[config.mk]
export PLATFORM = sky130hd
export DESIGN_NAME = ram_reader
export DESIGN_NICKNAME = d
export VERILOG_FILES = /design/src/rtl/ram_reader.sv
export SDC_FILE = /design/constraint.sdc
export NUM_CORES = 1
export LEC_CHECK = 0
export ABC_AREA = 1
export BUFFER_PORTS_ARGS = -buffer_cell sky130_fd_sc_hd__buf_2
export CAP_MARGIN = 30
export CELL_PAD_IN_SITES_DETAIL_PLACEMENT = 1
export CELL_PAD_IN_SITES_GLOBAL_PLACEMENT = 2
export CORE_MARGIN = 10
export CORE_UTILIZATION = 38
export CTS_CLUSTER_DIAMETER = 50
export CTS_CLUSTER_SIZE = 25
export DETAILED_ROUTE_END_ITERATION = 16
export GPL_TIMING_DRIVEN = 0
export PLACE_DENSITY = 0.86
export SYNTH_ARGS = -nofsm -noshare
export SYNTH_HDL_FRONTEND = slang
export SYNTH_SLANG_ARGS = --single-unit
[constraint.sdc]
create_clock -name clk -period 9.05 [get_ports clk]
set_clock_uncertainty 0.1 [all_clocks]
set_input_delay 0.4525 -clock clk [delete_from_list [all_inputs] [get_ports clk]]
set_output_delay 0.4525 -clock clk [all_outputs]
set_load 0.05 [all_outputs]
[src/rtl/ram_reader.sv]
// rtl/ram_reader.sv - in-order read front end for a 1-cycle-latency RAM with a small response FIFO
module ram_reader #(
    parameter int  DATA_DEPTH = 256,
    parameter int  DATA_WIDTH = 32,
    parameter int  BUF_DEPTH  = 3,
    localparam int ADDR_WIDTH = $clog2(DATA_DEPTH)
) (
    input  logic                  clk,          // single rising-edge clock
    input  logic                  rst_n,        // synchronous active-low reset
    input  logic                  req_valid_i,  // read request valid
    output logic                  req_ready_o,  // read request accepted with req_valid_i
    input  logic [ADDR_WIDTH-1:0] req_addr_i,   // read address
    output logic                  rsp_valid_o,  // read data valid
    input  logic                  rsp_ready_i,  // consumer accepts read data
    output logic [DATA_WIDTH-1:0] rsp_data_o,   // read data, registered FIFO head
    input  logic                  flush_i,      // drop buffered and in-flight reads
    output logic                  ram_en_o,     // RAM read-port enable
    output logic [ADDR_WIDTH-1:0] ram_addr_o,   // RAM read-port address
    input  logic [DATA_WIDTH-1:0] ram_data_i    // RAM read data, one cycle after ram_en_o
);

    localparam int CNT_W = $clog2(BUF_DEPTH + 1);
    localparam int OCC_W = CNT_W + 1;
    localparam int PTR_W = $clog2(BUF_DEPTH);
    localparam logic [PTR_W-1:0] LAST_PTR = PTR_W'(BUF_DEPTH - 1);

    logic [DATA_WIDTH-1:0] mem [BUF_DEPTH];
    logic [CNT_W-1:0]      count;
    logic [PTR_W-1:0]      rd_ptr;
    logic [PTR_W-1:0]      wr_ptr;
    logic [PTR_W-1:0]      rd_ptr_nxt;
    logic [PTR_W-1:0]      wr_ptr_nxt;
    logic                  inflight;
    logic                  issue;
    logic                  push;
    logic                  pop;
    logic [OCC_W-1:0]      occupancy;
    logic [DATA_WIDTH-1:0] head_nxt;

    // Slots already promised: stored words plus the one returning from the RAM.
    // Only registers feed this, so rsp_ready_i never reaches req_ready_o.
    assign occupancy   = {1'b0, count} + OCC_W'(inflight);
    assign req_ready_o = rst_n && !flush_i && (occupancy < OCC_W'(BUF_DEPTH));

    assign issue       = req_valid_i && req_ready_o;
    assign ram_en_o    = issue;
    assign ram_addr_o  = req_addr_i;

    assign push        = inflight && !flush_i;
    assign rsp_valid_o = (count != '0);
    assign pop         = rsp_valid_o && rsp_ready_i;

    assign rd_ptr_nxt  = (rd_ptr == LAST_PTR) ? '0 : rd_ptr + PTR_W'(1);
    assign wr_ptr_nxt  = (wr_ptr == LAST_PTR) ? '0 : wr_ptr + PTR_W'(1);

    // rsp_data_o is a dedicated register so it can be cleared by reset while
    // the storage array stays unreset. It always holds the entry at rd_ptr.
    always_comb begin
        head_nxt = rsp_data_o;
        if (pop) begin
            // Popping the last stored word: the new head is the word being
            // pushed this cycle, if any; otherwise the FIFO empties and the
            // value is never presented as valid.
            if (count == CNT_W'(1)) begin
                head_nxt = ram_data_i;
            end else begin
                head_nxt = mem[rd_ptr_nxt];
            end
        end else if (push && count == '0) begin
            head_nxt = ram_data_i;
        end
    end

    always_ff @(posedge clk) begin
        if (!rst_n) begin
            count      <= '0;
            rd_ptr     <= '0;
            wr_ptr     <= '0;
            inflight   <= 1'b0;
            rsp_data_o <= '0;
        end else begin
            inflight <= issue;
            if (flush_i) begin
                count      <= '0;
                rd_ptr     <= '0;
                wr_ptr     <= '0;
                rsp_data_o <= '0;
            end else begin
                if (push) begin
                    wr_ptr <= wr_ptr_nxt;
                end
                if (pop) begin
                    rd_ptr <= rd_ptr_nxt;
                end
                count      <= count + CNT_W'(push) - CNT_W'(pop);
                rsp_data_o <= head_nxt;
            end
        end
    end

    always_ff @(posedge clk) begin
        if (push) begin
            mem[wr_ptr] <= ram_data_i;
        end
    end

endmodule
### Yosys cells after proc, flatten, opt, wreduce, memory -nomap -nowiden

Memories as Yosys holds them, arrays and structs flattened.
Cells that the tools add are included.
W data, S select, Z words.

| word-level totals | value |
|---|---|
| flip-flop bits (word level) | 39 |
| bits in writable memories | 96 |
| input port bits | 45 |
| output and inout port bits | 43 |
| word-level logic and storage cells | 34 |
| memories kept | 1 |

| operators by class | value |
|---|---|
| add/subtract/negate cells | 5 |
| order comparisons | 1 |
| eq/ne operators | 3 |
| mux-type cells | 7 |
| bitwise gates (word level) | 1 |
| reductions and logical operators | 11 |

Memories:

| memory | words | bits a word | rd ports | clocked after memory_dff | write ports | line | source |
|---|---|---|---|---|---|---|---|
| mem | 3 | 32 | 1 | 0 | 1 | 27 | `logic [DATA_WIDTH-1:0] mem [BUF_DEPTH];` |

Operators by type and width:

| kind | count |
|---|---|
| $mux W32 | 3 |
| $logic_and A1 B1 Y1 | 6 |
| $add A2 B1 Y2 const B | 2 |
| $eq A2 B2 Y1 const B | 2 |
| $mux W2 | 2 |
| $reduce_bool A2 Y1 | 2 |
| $add A2 B1 Y3 | 1 |
| $lt A3 B2 Y1 const B | 1 |
| $add A2 B1 Y2 | 1 |
| $eq A2 B1 Y1 const B | 1 |
| $logic_not A2 Y1 | 1 |
| $mux W1 | 2 |
| $reduce_or A2 Y1 | 1 |
| $sub A2 B1 Y2 | 1 |
| $logic_not A1 Y1 | 1 |
| $not A1 Y1 | 1 |

### Depth between registers and ports, before layout

| logic depth | value |
|---|---|
| depth after elaboration | 5 |
| mapped depth | 9 |
| depth with buffers taken out | 9 |

### Least setup slack after synthesis

No wires, ideal clock.

| timing | value |
|---|---|
| path type | input-to-reg |
| start point | in flush_i |
| end point | mem mem[0][0], enable pin |
| library setup time | 0.464 ns |
| arrival | 2.866 ns |
| data required time | 8.486 ns |
| setup slack | 5.620 ns |
| stages | 3 |
| path buffers | 0 |
| path through | clkinv_1 -> nand2_2 -> nor3_1 |

| between the ends | value |
|---|---|
| longest elaborated chain between the ends | 4 |

RTL lines:

| item | line | source |
|---|---|---|
| start: declaration | 16 | `input logic flush_i,` |
| $logic_not A1 Y1 | 49 | `assign push = inflight && !flush_i;` |
| $logic_and A1 B1 Y1 | 49 |  |
| $mux W1 | 102 | `if (push) begin` |
| $mux W1 (not written as such) | 103 | `mem[wr_ptr] <= ram_data_i;` |
| end: declaration | 27 |  |

Every way passes these cells.

### Worst setup path after layout

| timing | value |
|---|---|
| start point | reg count[0] |
| end point | out ram_en_o |

| between the ends | value |
|---|---|
| longest elaborated chain between the ends | 4 |

RTL lines:

| item | line | source |
|---|---|---|
| start: declaration | 28 | `logic [CNT_W-1:0] count;` |
| start signal: assignment | 95 | `count <= count + CNT_W'(push) - CNT_W'(pop);` |
| $add A2 B1 Y3 | 42 | `assign occupancy = {1'b0, count} + OCC_W'(inflight);` |
| $lt A3 B2 Y1 | 43 | `assign req_ready_o = rst_n && !flush_i && (occupancy < OCC_W'(BUF_DEPTH));` |
| $logic_and A1 B1 Y1 | 43 |  |
| $logic_and A1 B1 Y1 | 45 | `assign issue = req_valid_i && req_ready_o;` |
| end: declaration | 17 | `output logic ram_en_o,` |

Every way passes these cells.

==> results.sh <==
export IMPL_ys_seq_area_share_pct=66.1
export IMPL_antenna_cells=0
export IMPL_drv_slew=0
export IMPL_synth_seq_cells=135
export IMPL_hpwl_um=10700
export IMPL_drtPass1Iterations=4
export IMPL_start_kind="flip-flop"
export IMPL_clk_latency_ps=420
export IMPL_synthAdderAreaFrac_pct=0.678
export IMPL_worst_slew_pin_slew_ps=809
export IMPL_power_frac_clock_pct=46.0
export IMPL_track_usage_pct=15.7
export IMPL_combPwrFrac_pct=5.5
export IMPL_place_congestion=0.730
export IMPL_seqPwrFrac_pct=48.5
export IMPL_power_switching_share_pct=22.1
export IMPL_die_x_um=141
export IMPL_syn_to_final_growth_pct=22.5
export IMPL_fin_nets=694
export IMPL_synth_simple_area_share_pct=17.6
export IMPL_status="completed"
export IMPL_crit_type="reg -> out"
export IMPL_yosys_mux_area_fraction_pct=0
export IMPL_grt_max_degree=33
export IMPL_crit_family="adder cells"
export IMPL_power_density_mw_per_mm2=204
export IMPL_vias_per_cell=4.91
export IMPL_placementRows=44
export IMPL_ir_worst_vdd_v=0.000137
export IMPL_clk_pin_slew_ps=60
export IMPL_arrival_ps=1990
export IMPL_drc=0
export IMPL_crit_top_cell="ha_1"
export IMPL_rsz0062_at_grt="false"
export IMPL_path_buf_inv=1
export IMPL_finalCritPeriodShare_pct=28.1
export IMPL_num_vias=4139
export IMPL_cts_hold_buf=0
export IMPL_syn_avg_cell_area_um2=10.2
export IMPL_die_h_um=141
export IMPL_cp_required_ps=8500
export IMPL_core_mm2=0.0144
export IMPL_finalSetupViolCount=0
export IMPL_cts_path_max_buffers=2
export IMPL_hp_class="in -> reg"
export IMPL_numCtsBuffers=17
export IMPL_ys_types=24
export IMPL_hold_violations=0
export IMPL_crit_slowest_cell="dfxtp_1"
export IMPL_synthesis_area_mm2=0.00554
export IMPL_p_int_uw=1080
export IMPL_synth_area_leaders="edfxtp_1, dfxtp_1, nand2_1"
export IMPL_grt_pass1_wl_um=24500
export IMPL_path_cells="ha_1, ha_1, a211oi_1, and2_1, buf_2"
export IMPL_rrSetupSlack_ps=7100
export IMPL_ys_warn_count=0
export IMPL_grt_pass1_vias=4646
export IMPL_final_common_cell="nand2_1"
export IMPL_drtIter0Drc=207
export IMPL_period_needed_ps=2540
export IMPL_cap_viol_max_count=0
export IMPL_worst_path_largest_cell_delay_ps=340
export IMPL_antenna_found_initial=0
export IMPL_ant_nets=0
export IMPL_synth_top_family_by_area="simple AND/OR/NAND/NOR gates"
export IMPL_fmax_mhz=393
export IMPL_maxSlewHeadroom_pct=45.8
export IMPL_cts_resized_gates=0
export IMPL_clockRootBuffer="clkbuf_16"
export IMPL_power_switching_uw=306
export IMPL_totalWireLength_um=15000
export IMPL_place_area_mm2=0.00624
export IMPL_grt_remaining_overflow=0
export IMPL_leakage_uw=0.00296
export IMPL_portBuffers=79
export IMPL_ctsHtreeMaxLevel=4
export IMPL_synthCells=542
export IMPL_io_pin_count=88
export IMPL_synth_top_area_cell="edfxtp_1"
export IMPL_postCtsSetupBuffers=0
export IMPL_synth_top_cell_area_share_pct=52.0
export IMPL_initial_core_util_pct=38.4
export IMPL_cts_num_sinks=135
export IMPL_fin_setup_tns_ps=0
export IMPL_synth_compound_area_share_pct=7.88
export IMPL_synth_xor_area_share_pct=0.316
export IMPL_cp_end_kind="output port"
export IMPL_cts_tree="yes"
export IMPL_layout_drive_gt1_share_pct=22.9
export IMPL_wl_per_cell_um=17.8
export IMPL_layout_common_cells="nand2_1, edfxtp_1, buf_2"
export IMPL_die_area_mm2=0.0198
export IMPL_cp_max_fo=4
export IMPL_final_area_mm2=0.00679
export IMPL_synth_nets=590
synth_stat cells:
library cell and count:
nand2_1 140, edfxtp_1 96, inv_1 47, nand3_1 47, dfxtp_1 39, o21ai_0 38
nor2_1 37, a21oi_1 35, buf_4 11, buf_2 10, clkbuf_1 8, o21ai_1 8
buf_6 5, ha_1 3, inv_2 3, a211oi_1 2, and2_1 2, nand2_2 2
nand2_4 2, nor3_1 2, xnor2_1 2, clkinv_1 1, nand3_4 1, o21ai_4 1
final timing paths:
kind	from	end	cells after the start
hold / removal	ram_data_i[22]	mem[0][22]$_DFFE_PP_	1
setup reg to reg	inflight$_SDFF_PN0_	mem[0][13]$_DFFE_PP_	4
hold reg to reg	wr_ptr[0]$_SDFFE_PP0P_	wr_ptr[0]$_SDFFE_PP0P_	2
setup / recovery	count[0]$_SDFF_PP0_	ram_en_o	5
cells by family after synthesis:
kind of cell    count (synthesis)
buf+inv                        85
simple gates                  233
flops                         135
xor+xnor                        2
compound gates                 84
fa+ha+maj                       3
routing by layer:
metal	vias up	routed length [um]	track usage (%)
met2	98	7450	26.6
met5	-	0	0
li1	2012	-	-
met4	0	214	6.30
met3	17	807	4.74
met1	2012	6520	18.3
final cells by class:
cell class | count | area [um^2]
clock buffers | 21 | 460
well taps | 184 | 230
multi-input cells | 322 | 1480
fillers | 1667 | 7640
flip-flops and latches | 135 | 3660
inverters | 51 | 191
repair buffers | 85 | 463
clock inverters | 11 | 82.6
plain buffers | 34 | 219
metrics by stage:
| stage | cells | hold slack, ps | power [uW] | utilization [%] | setup slack [ps] |
|---|---|---|---|---|---|
| 2_1_floorplan | 542 | 359 | 728 | - | 5620 |
| 3_3_place_gp | 805 | 366 | 756 | 42.7 | 3940 |
| 3_5_place_dp | 811 | 393 | 759 | 43.3 | 6800 |
| 4_1_cts | 843 | 130 | 1390 | 47.1 | 6460 |
| 5_1_grt | 843 | 136 | 1430 | 47.1 | 6320 |
| 6_report | 843 | 150 | 1380 | 47.1 | 6510 |
flip-flops by register name (all words and copies together) (netlist names):
signal and flops:
wr_ptr 2, count 2, mem 96, inflight 1, rd_ptr 2, rsp_data_o 32
power by group through the flow:
stage	logic, uW	registers (uW)	clock network [uW]
2_1_floorplan	35.8	692	0
3_3_place_gp	73.3	683	0
3_5_place_dp	76.6	683	0
4_1_cts	77.0	670	646
5_1_grt	83.8	670	674
6_report	75.9	670	636
No activity file was read; power rests on OpenSTA's default activity.
